## src/rtl/udm_uart_pkg.sv

```systemverilog
// rtl/udm_uart_pkg.sv - shared types and constants for the UDM UART blocks
package udm_uart_pkg;

  typedef enum logic [2:0] {
    ST_IDLE   = 3'd0,
    ST_START  = 3'd1,
    ST_DATA   = 3'd2,
    ST_PARITY = 3'd3,
    ST_STOP   = 3'd4
  } tx_state_t;

  localparam int unsigned UART_DATA_BITS = 8;

  // Frame length in clock cycles; dividers below 2 run as 2.
  function automatic int unsigned uart_frame_cycles(
    input int unsigned div,
    input logic        parity_en,
    input logic        stop2
  );
    int unsigned d;
    d = (div < 32'd2) ? 32'd2 : div;
    return d * (UART_DATA_BITS + 32'd2 + {31'd0, parity_en} + {31'd0, stop2});
  endfunction

endpackage

```

## src/rtl/udm_sync_fifo.sv

```systemverilog
// rtl/udm_sync_fifo.sv - synchronous FIFO shared by the UDM UART transmitter and receiver
module udm_sync_fifo #(
  parameter int DEPTH = 8,
  parameter int WIDTH = 8
) (
  input  logic             clk_i,
  input  logic             srst_n_i,
  input  logic             push_i,
  input  logic [WIDTH-1:0] push_data_i,
  input  logic             pop_i,
  output logic [WIDTH-1:0] pop_data_o,
  output logic             full_o,
  output logic             empty_o
);

  localparam int AW = $clog2(DEPTH);
  localparam logic [AW:0] PTR_ONE = 1;

  // One extra pointer bit tells full from empty when the index bits match.
  logic [AW:0]      r_wptr;
  logic [AW:0]      r_rptr;
  logic [WIDTH-1:0] r_mem [DEPTH];
  logic             w_push_ok;
  logic             w_pop_ok;

  assign full_o     = (r_wptr[AW] != r_rptr[AW]) && (r_wptr[AW-1:0] == r_rptr[AW-1:0]);
  assign empty_o    = (r_wptr == r_rptr);
  assign w_push_ok  = push_i && !full_o;
  assign w_pop_ok   = pop_i && !empty_o;
  assign pop_data_o = r_mem[r_rptr[AW-1:0]];

  // Pointer update; a push against a full FIFO is ignored even if a pop frees a slot this cycle.
  always_ff @(posedge clk_i) begin
    if (!srst_n_i) begin
      r_wptr <= '0;
      r_rptr <= '0;
    end else begin
      if (w_push_ok) r_wptr <= r_wptr + PTR_ONE;
      if (w_pop_ok)  r_rptr <= r_rptr + PTR_ONE;
    end
  end

  // Storage write; contents need no reset since the pointers gate every read.
  always_ff @(posedge clk_i) begin
    if (w_push_ok) r_mem[r_wptr[AW-1:0]] <= push_data_i;
  end

endmodule

```

## src/rtl/udm_uart_tx.sv

```systemverilog
// rtl/udm_uart_tx.sv - UART transmit engine with byte FIFO for the UDM return path
module udm_uart_tx
  import udm_uart_pkg::*;
#(
  parameter int FIFO_DEPTH = 8,
  parameter int DIV_W      = 16
) (
  input  logic             clk_i,
  input  logic             srst_n_i,
  input  logic [DIV_W-1:0] divider_i,
  input  logic             parity_en_i,
  input  logic             parity_odd_i,
  input  logic             stop2_i,
  input  logic             wr_i,
  input  logic [7:0]       wdata_i,
  output logic             full_o,
  output logic             empty_o,
  output logic             busy_o,
  output logic             ovf_o,
  output logic             tx_o
);

  localparam logic [DIV_W-1:0] DIV_ONE = 1;
  localparam logic [DIV_W-1:0] DIV_TWO = 2;

  tx_state_t        r_state;
  tx_state_t        w_state_nxt;
  logic             w_pop;
  logic             w_tx_bit;
  logic             w_bit_end;
  logic [DIV_W-1:0] w_div_in;
  logic [DIV_W-1:0] r_div;
  logic [DIV_W-1:0] r_timer;
  logic [7:0]       r_shift;
  logic [2:0]       r_bitcnt;
  logic             r_par_en;
  logic             r_par_bit;
  logic             r_stop2;
  logic             r_stop_cnt;
  logic [7:0]       w_fifo_rdata;
  logic             w_fifo_full;
  logic             w_fifo_empty;
  logic             r_tx;
  logic             r_busy;
  logic             r_ovf;

  udm_sync_fifo #(
    .DEPTH (FIFO_DEPTH),
    .WIDTH (8)
  ) u_fifo (
    .clk_i       (clk_i),
    .srst_n_i    (srst_n_i),
    .push_i      (wr_i),
    .push_data_i (wdata_i),
    .pop_i       (w_pop),
    .pop_data_o  (w_fifo_rdata),
    .full_o      (w_fifo_full),
    .empty_o     (w_fifo_empty)
  );

  assign w_div_in  = (divider_i < DIV_TWO) ? DIV_TWO : divider_i;
  assign w_bit_end = (r_timer == '0);

  // State register.
  always_ff @(posedge clk_i) begin
    if (!srst_n_i) r_state <= ST_IDLE;
    else           r_state <= w_state_nxt;
  end

  // Next state, FIFO pop and the line level of the current state.
  always_comb begin
    w_state_nxt = r_state;
    w_pop       = 1'b0;
    w_tx_bit    = 1'b1;
    case (r_state)
      ST_IDLE: begin
        if (!w_fifo_empty) begin
          w_pop       = 1'b1;
          w_state_nxt = ST_START;
        end
      end
      ST_START: begin
        w_tx_bit = 1'b0;
        if (w_bit_end) w_state_nxt = ST_DATA;
      end
      ST_DATA: begin
        w_tx_bit = r_shift[0];
        if (w_bit_end && (r_bitcnt == 3'(UART_DATA_BITS - 1))) begin
          w_state_nxt = r_par_en ? ST_PARITY : ST_STOP;
        end
      end
      ST_PARITY: begin
        w_tx_bit = r_par_bit;
        if (w_bit_end) w_state_nxt = ST_STOP;
      end
      ST_STOP: begin
        w_tx_bit = 1'b1;
        if (w_bit_end && (!r_stop2 || r_stop_cnt)) begin
          if (!w_fifo_empty) begin
            w_pop       = 1'b1;
            w_state_nxt = ST_START;
          end else begin
            w_state_nxt = ST_IDLE;
          end
        end
      end
      default: w_state_nxt = ST_IDLE;
    endcase
  end

  // Frame datapath: a pop latches byte and format; otherwise the bit timer runs and shifts data.
  always_ff @(posedge clk_i) begin
    if (!srst_n_i) begin
      r_div      <= DIV_TWO;
      r_timer    <= '0;
      r_shift    <= '0;
      r_bitcnt   <= '0;
      r_par_en   <= 1'b0;
      r_par_bit  <= 1'b0;
      r_stop2    <= 1'b0;
      r_stop_cnt <= 1'b0;
    end else if (w_pop) begin
      r_div      <= w_div_in;
      r_timer    <= w_div_in - DIV_ONE;
      r_shift    <= w_fifo_rdata;
      r_bitcnt   <= '0;
      r_par_en   <= parity_en_i;
      r_par_bit  <= (^w_fifo_rdata) ^ parity_odd_i;
      r_stop2    <= stop2_i;
      r_stop_cnt <= 1'b0;
    end else if (r_state != ST_IDLE) begin
      if (w_bit_end) begin
        r_timer <= r_div - DIV_ONE;
        if (r_state == ST_DATA) begin
          r_shift  <= {1'b0, r_shift[7:1]};
          r_bitcnt <= r_bitcnt + 3'd1;
        end
        if (r_state == ST_STOP) r_stop_cnt <= 1'b1;
      end else begin
        r_timer <= r_timer - DIV_ONE;
      end
    end
  end

  // Line and busy are registered from the current state, so both trail the FSM by one cycle.
  always_ff @(posedge clk_i) begin
    if (!srst_n_i) begin
      r_tx   <= 1'b1;
      r_busy <= 1'b0;
      r_ovf  <= 1'b0;
    end else begin
      r_tx   <= w_tx_bit;
      r_busy <= (r_state != ST_IDLE);
      r_ovf  <= wr_i && w_fifo_full;
    end
  end

  assign tx_o    = r_tx;
  assign busy_o  = r_busy;
  assign ovf_o   = r_ovf;
  assign full_o  = w_fifo_full;
  assign empty_o = w_fifo_empty;

endmodule
```

## config.mk

```make
export PLATFORM = sky130hd
export DESIGN_NAME = udm_uart_tx
export DESIGN_NICKNAME = d
export VERILOG_FILES = /design/src/rtl/udm_uart_pkg.sv /design/src/rtl/udm_sync_fifo.sv /design/src/rtl/udm_uart_tx.sv
export SDC_FILE = /design/constraint.sdc
export NUM_CORES = 1
export LEC_CHECK = 0
export ABC_AREA = 1
export CAP_MARGIN = 20
export CELL_PAD_IN_SITES_DETAIL_PLACEMENT = 0
export CELL_PAD_IN_SITES_GLOBAL_PLACEMENT = 2
export CORE_MARGIN = 2
export CORE_UTILIZATION = 39
export DETAILED_ROUTE_END_ITERATION = 8
export GPL_ROUTABILITY_DRIVEN = 0
export PLACE_DENSITY_LB_ADDON = 0.25
export REMOVE_ABC_BUFFERS = 1
export SLEW_MARGIN = 10
export SYNTH_ARGS = -nofsm -noshare
export SYNTH_HDL_FRONTEND = slang
export SYNTH_SLANG_ARGS = --single-unit
```

## constraint.sdc

```tcl
create_clock -name clk_i -period 3.36 [get_ports clk_i]
set_input_delay 0.672 -clock clk_i [delete_from_list [all_inputs] [get_ports clk_i]]
set_output_delay 0.672 -clock clk_i [all_outputs]
set_load 0.005 [all_outputs]
```

# After elaboration in Yosys (flattened, before gate mapping)
# Memories as Yosys holds them, arrays and structs flattened. A register that Yosys moved wholly into a read port is not among the register bits.
# Cells that the tools add are included.
[op_classes]
div = 0
multipliers = 0
n_reduce_logical = 22
bitwise = 2
n_shift = 0
n_eq_ne = 13
muxes = 24
magnitude_cmp = 1
add_sub_neg = 6
[ops]
columns = ["cell", "n"]
rows = [
  ["2-to-1 mux 16 bit", 4],
  ["subtractor 16 x 1 -> 16 bit (second input constant)", 3],
  ["2-to-1 mux 8 bit", 4],
  ["2-to-1 mux 3 bit", 8],
  ["zero test 16 bit", 1],
  ["< comparator 16 x 2 -> 1 bit (second input constant)", 1],
  ["case mux 3 bit (5 select lines)", 1],
  ["inequality test 2 bit (second input constant)", 5],
  ["AND reduction 3 bit", 3],
  ["adder 4 x 1 -> 4 bit (second input constant)", 2],
  ["parity 8 bit", 1],
  ["equality test 3 x 2 -> 1 bit (second input constant)", 2],
  ["equality test 3 bit (second input constant)", 2],
  ["logical AND 1 bit", 6],
  ["nonzero test 2 bit", 3],
  ["2-to-1 mux 1 bit", 5],
  ["AND reduction 5 bit", 1],
  ["equality test 4 bit", 1],
  ["adder 3 x 1 -> 3 bit (second input constant)", 1],
  ["equality test 3 x 1 -> 1 bit (second input constant)", 1],
  ["equality test 3 bit", 1],
  ["zero test 1 bit", 3],
  ["zero test 3 bit", 1],
  ["case mux 1 bit (3 select lines)", 1],
  ["other kinds (7)", 7],
]
[word_totals]
ramBits = 64
inputBits = 30
word_cells = 83
latchBits = 0
output_inout_bits = 5
mem_count = 1
rom_bits = 0
register_bits = 61
[memory_table]
columns = ["memory", "depth", "width", "rd", "rd_clocked_by_memory_dff", "write_ports", "line", "text"]
rows = [
  ["u_fifo.r_mem", 8, 8, 1, 1, 1, "udm_sync_fifo.sv:22", "logic [WIDTH-1:0] r_mem [DEPTH];"],
]

# Longest topological paths before layout
[depth]
depth_word = 8
depth_mapped = 19
ltp_nobuf = 18

# Modules after synthesis
# From an unflattened synthesis, not the netlist that was laid out.
[unflattened]
hier_cells = 743
area_unflattened_um2 = 6129.6
[by_module_without_submodules]
columns = ["mod", "cells_each", "n_inst", "area_each_um2"]
rows = [
  ["udm_sync_fifo", 302, 1, 3166.8],
  ["udm_uart_tx", 441, 1, 2962.8],
]

# Least setup slack after synthesis
# No wires, ideal clock.
[synth_timing]
kind = "input -> register"
from = "input port divider_i[13]"
to = "register r_timer[10]"
setup_ns = 0.109
arrival_time_ns = 2.080
setup_slack_ns = 1.171
path_stages = 16
n_path_buf = 0
t_required_ns = 3.251
cell_sequence = "nor2_1 > nand2_1 > nor2_1 > nand2_1 > nand2_1 > nand3b_1 > nand2_1 > inv_2 > ha_1 > nand3_1 > nor2_1 > nand2_1 > o21ai_0 > nand3_1 > nand2_1 > inv_1"
[synth_via]
elab_chain_cells = 4
[synth_lines]
columns = ["item", "line", "text"]
rows = [
  ["from (decl)", "udm_uart_tx.sv:10", "input logic [DIV_W-1:0] divider_i,"],
  ["< comparator 16 x 2 -> 1 bit", "udm_uart_tx.sv:61", "assign w_div_in = (divider_i < DIV_TWO) ? DIV_TWO : divider_i;"],
  ["2-to-1 mux 16 bit", "udm_uart_tx.sv:61", ""],
  ["subtractor 16 x 1 -> 16 bit", "udm_uart_tx.sv:124", "r_timer <= w_div_in - DIV_ONE;"],
  ["2-to-1 mux 16 bit", "udm_uart_tx.sv:122", "end else if (w_pop) begin"],
  ["to (signal assigned)", "udm_uart_tx.sv:124", ""],
  ["to (signal assigned)", "udm_uart_tx.sv:133", "r_timer <= r_div - DIV_ONE;"],
  ["to (signal assigned)", "udm_uart_tx.sv:140", "r_timer <= r_timer - DIV_ONE;"],
  ["to (decl)", "udm_uart_tx.sv:33", "logic [DIV_W-1:0] r_timer;"],
]
# No other way between the ends.
# A chain may end at the register's enable or synchronous reset.

# Worst setup path in the final report
[layout_timing]
from = "register u_fifo.r_wptr[2]"
to = "register r_timer[10]"
[layout_via]
elab_chain_cells = 5
elab_cells_between_ends = 6
cone_classes = "eq/ne (1); mux (4); reduce/logical (1)"
[layout_lines]
columns = ["item", "line", "text"]
rows = [
  ["from (decl)", "udm_sync_fifo.sv:20", "logic [AW:0] r_wptr;"],
  ["from (signal assigned)", "udm_sync_fifo.sv:38", "if (w_push_ok) r_wptr <= r_wptr + PTR_ONE;"],
  ["equality test 4 bit *", "udm_sync_fifo.sv:27", "assign empty_o = (r_wptr == r_rptr);"],
  ["2-to-1 mux 1 bit *", "udm_uart_tx.sv:77, udm_uart_tx.sv:99", ""],
  ["2-to-1 mux 1 bit", "udm_uart_tx.sv:98", "if (w_bit_end && (!r_stop2 || r_stop_cnt)) begin"],
  ["case mux 1 bit (2 select lines) *", "udm_uart_tx.sv:75", "case (r_state)"],
  ["2-to-1 mux 16 bit / nonzero test 2 bit (equally long branches)", "n/a", ""],
]
# Every way passes the cells marked *; elsewhere a longest branch is shown, timed or not.

==> results.json <==
{
  "routed_wl_um": 15100,
  "clock-skew-final_ns": 0.00662,
  "critPathMaxStageDelay_ns": 0.44,
  "drc": 0,
  "multi_input_area_um2": 2570,
  "start_util_pct": 39.6,
  "dieArea_um2": 17000,
  "hold_path.class": "reg2reg",
  "relSlewSlack_pct": 42.0,
  "cp_max_fo": 18,
  "maxSlewViolCount": 0,
  "rsz0062_at_grt": "false",
  "cts_root_buffer": "clkbuf_16",
  "syn_area_um2": 6220,
  "ir_drop_uv": 485,
  "fin_hold_ws_ns": 0.458,
  "fin_crit_ns": 2.69,
  "die-height_um": 130,
  "cts_tree": "yes",
  "netlist_instances": 769,
  "setup_tns_ns": 0,
  "placed_cells": 1006,
  "routedWlPerCell_um": 14.5,
  "grt_pass1_vias": 4700,
  "nets": 844,
  "fmax_ghz": 0.372,
  "critPathSlowestCell": "dfxtp_1",
  "antenna_found_initial": 0,
  "postSynthAreaPerCell_um2": 8.09,
  "ys_seq_area_share_pct": 51.5,
  "dr.pass1.iters": 5,
  "crit_type": "reg2reg",
  "ys_types": 39,
  "critical_path_arrival_ns": 3.00,
  "p_per_area_nw_per_um2": 935,
  "clock_latency_ns": 0.42,
  "tightest_slew_ns": 0.870,
  "cp_num_buf_inv": 3,
  "finish.instance_area_um2": 7360,
  "antenna_cells": 0,
  "hold_viol": 0,
  "grt_max_degree": 38,
  "die_w_um": 130,
  "start_kind": "flip-flop",
  "postCtsSetupRepairBufs": 0,
  "io_pins": 35,
  "ys_seq_elements": 128,
  "layout-drive-gt1-share_pct": 11.9,
  "cts_made_buffers": 17,
  "cap_violations": 0,
  "grt_usage_pct": 18.8,
  "ys.flop_type": "edfxtp_1",
  "crit_family": "simple AND/OR/NAND/NOR gates",
  "place_area_um2": 6820,
  "setup_viol": 0,
  "setup.worst_path.end_class": "flip-flop",
  "via_per_inst": 4.92,
  "postRouteAntennaNets": 0,
  "post-dp-hpwl_um": 10400,
  "overflow": 0,
  "area_growth_pct": 18.3,
  "worstPathRequired_ns": 3.67,
  "async_flop_share_pct": 0,
  "status": "completed",
  "io_buffers": 34,
  "fp-row-count": 46,
  "grt_pass1_wl_um": 24100,
  "cts_resized": 0,
  "core-area_um2": 15700,
  "regArea_um2": 3200,
  "fillers": 1541,
  "cts.sinks": 128,
  "clkTransAtPathRegs_ns": 0.06,
  "leakage_nw": 3.01,
  "path_cells": "inv_2, nand2_2, nand2_2, nand2_2, nor2_4, nor2_8, nand2_4, o21ai_2, nand2_1, inv_2, ha_1, nand3_1, nor2_1, nand2_1, o21ai_0, nand3_1, nand2_1, inv_1",
  "fin_util_pct": 46.9,
  "ys_warn_count": 0,
  "vias": 5102,
  "period_share_pct": 80.1,
  "drt-initial-drc-count": 295,
  "htree_levels": 4,
  "final_cells": 1038,
  "clock_path_buffers": 2,
  "cts_hold_buffers": 0,
  "synth_edf_count": 64
}
## Yosys cell counts, types with 2 or more instances
master / number / area, um2
a21oi_1: 34 / 170
nor3_1: 7 / 35.0
o211ai_1: 2 / 15.0
o22ai_1: 10 / 62.6
nand3_2: 4 / 40.0
inv_1: 75 / 282
nand3b_1: 2 / 15.0
xnor2_1: 2 / 17.5
buf_2: 11 / 55.1
nor2_4: 4 / 45.0
o21ai_1: 3 / 15.0
nand4_1: 3 / 18.8
nand2_1: 165 / 619
nand3_1: 36 / 180
nor2_1: 114 / 428
nor4_1: 2 / 12.5
nor2_2: 11 / 68.8
nand2_2: 21 / 131
nand2_4: 4 / 45.0
edfxtp_1: 64 / 1920
dfxtp_1: 64 / 1280
nor2_8: 2 / 40.0
o21bai_1: 3 / 22.5
clkbuf_1: 15 / 56.3
o21ai_0: 82 / 410
a211oi_1: 8 / 60.1
ha_1: 5 / 62.6
buf_6: 2 / 22.5
inv_2: 4 / 15.0
## where the power goes
group          switching (mW)  internal [mW]
Combinational            2.13           1.01
Sequential              0.136           1.92
Clock                   0.679           1.02
## tightest hold or removal path, cell delays in order (launching register included)
cell and delay [ns]:
dfxtp_1 0.30, nand2_1 0.06, a21oi_1 0.05
## cell usage in the layout, fill, tap and decap left out, drive strengths merged, types with 8 or more instances in the layout
master / instances
nand2: 190
a21oi: 35
o21ai: 86
dfxtp: 64
nand3: 40
o22ai: 10
nor2: 131
edfxtp: 64
buf: 17
clkbuf: 19
clkinv: 8
inv: 81
clkdlybuf4s50: 34
a211oi: 8
## final timing paths
check	from	cells after the start	slack, ns	end
hold reg to reg	r_div[14]$_SDFFE_PN0N_	2	0.46	r_div[14]$_SDFFE_PN0N_
setup / recovery	u_fifo.r_wptr[2]$_SDFFE_PN0P_	18	0.67	r_timer[10]$_SDFFE_PN0P_
setup reg to reg	u_fifo.r_wptr[2]$_SDFFE_PN0P_	18	0.67	r_timer[10]$_SDFFE_PN0P_
hold / removal	r_div[14]$_SDFFE_PN0N_	2	0.46	r_div[14]$_SDFFE_PN0N_
## kinds of logic after synthesis
family / count (synthesis) / synth area share, %
and+or+nand+nor: 375 / 27.0
AOI/OAI and AO/OA: 148 / 12.9
DFF: 128 / 51.5
buffers and inverters: 110 / 7.16
adders and majority gates: 5 / 1.01
xor gates and xnor gates: 3 / 0.422
## per-layer routing
metal  wire length (um)  vias to the layer above  GRT usage [%]
li1                   -                     2618              -
met1               7570                     2354           26.7
met2               6600                      103           28.4
met3                593                       27           3.61
met4                300                        0           7.34
met5                  0                        -              0
## registers in the layout, summed over array words and instances, names as in the netlist, named ones only
register and count:
u_fifo.r_wptr 4, r_stop_cnt 1, r_par_bit 1, r_par_en 1
r_bitcnt 3, r_shift 8, r_div 16, r_state 3
tx_o 1, ovf_o 1, busy_o 1, r_timer 16
u_fifo.r_rptr 4, r_stop2 1, u_fifo.r_mem 64
## through the flow
stage | power [mW] | worst slack (ns)
finish | 6.88 | 0.669
detailed placement | 5.22 | 0.275
CTS | 6.93 | 0.676
floorplan | 4.35 | 1.01
global route | 7.45 | 0.447
global placement | 5.19 | 0.367
## final cells by class
type	count	share of cell area, %
clock inverter	13	1.56
multi-input combinational	531	35.0
inverter	80	4.08
tap	216	3.67
clock buffer	19	5.88
sequential	128	43.5
timing repair buffer	51	6.36
Note: power is estimated with default switching activity, not from simulation.
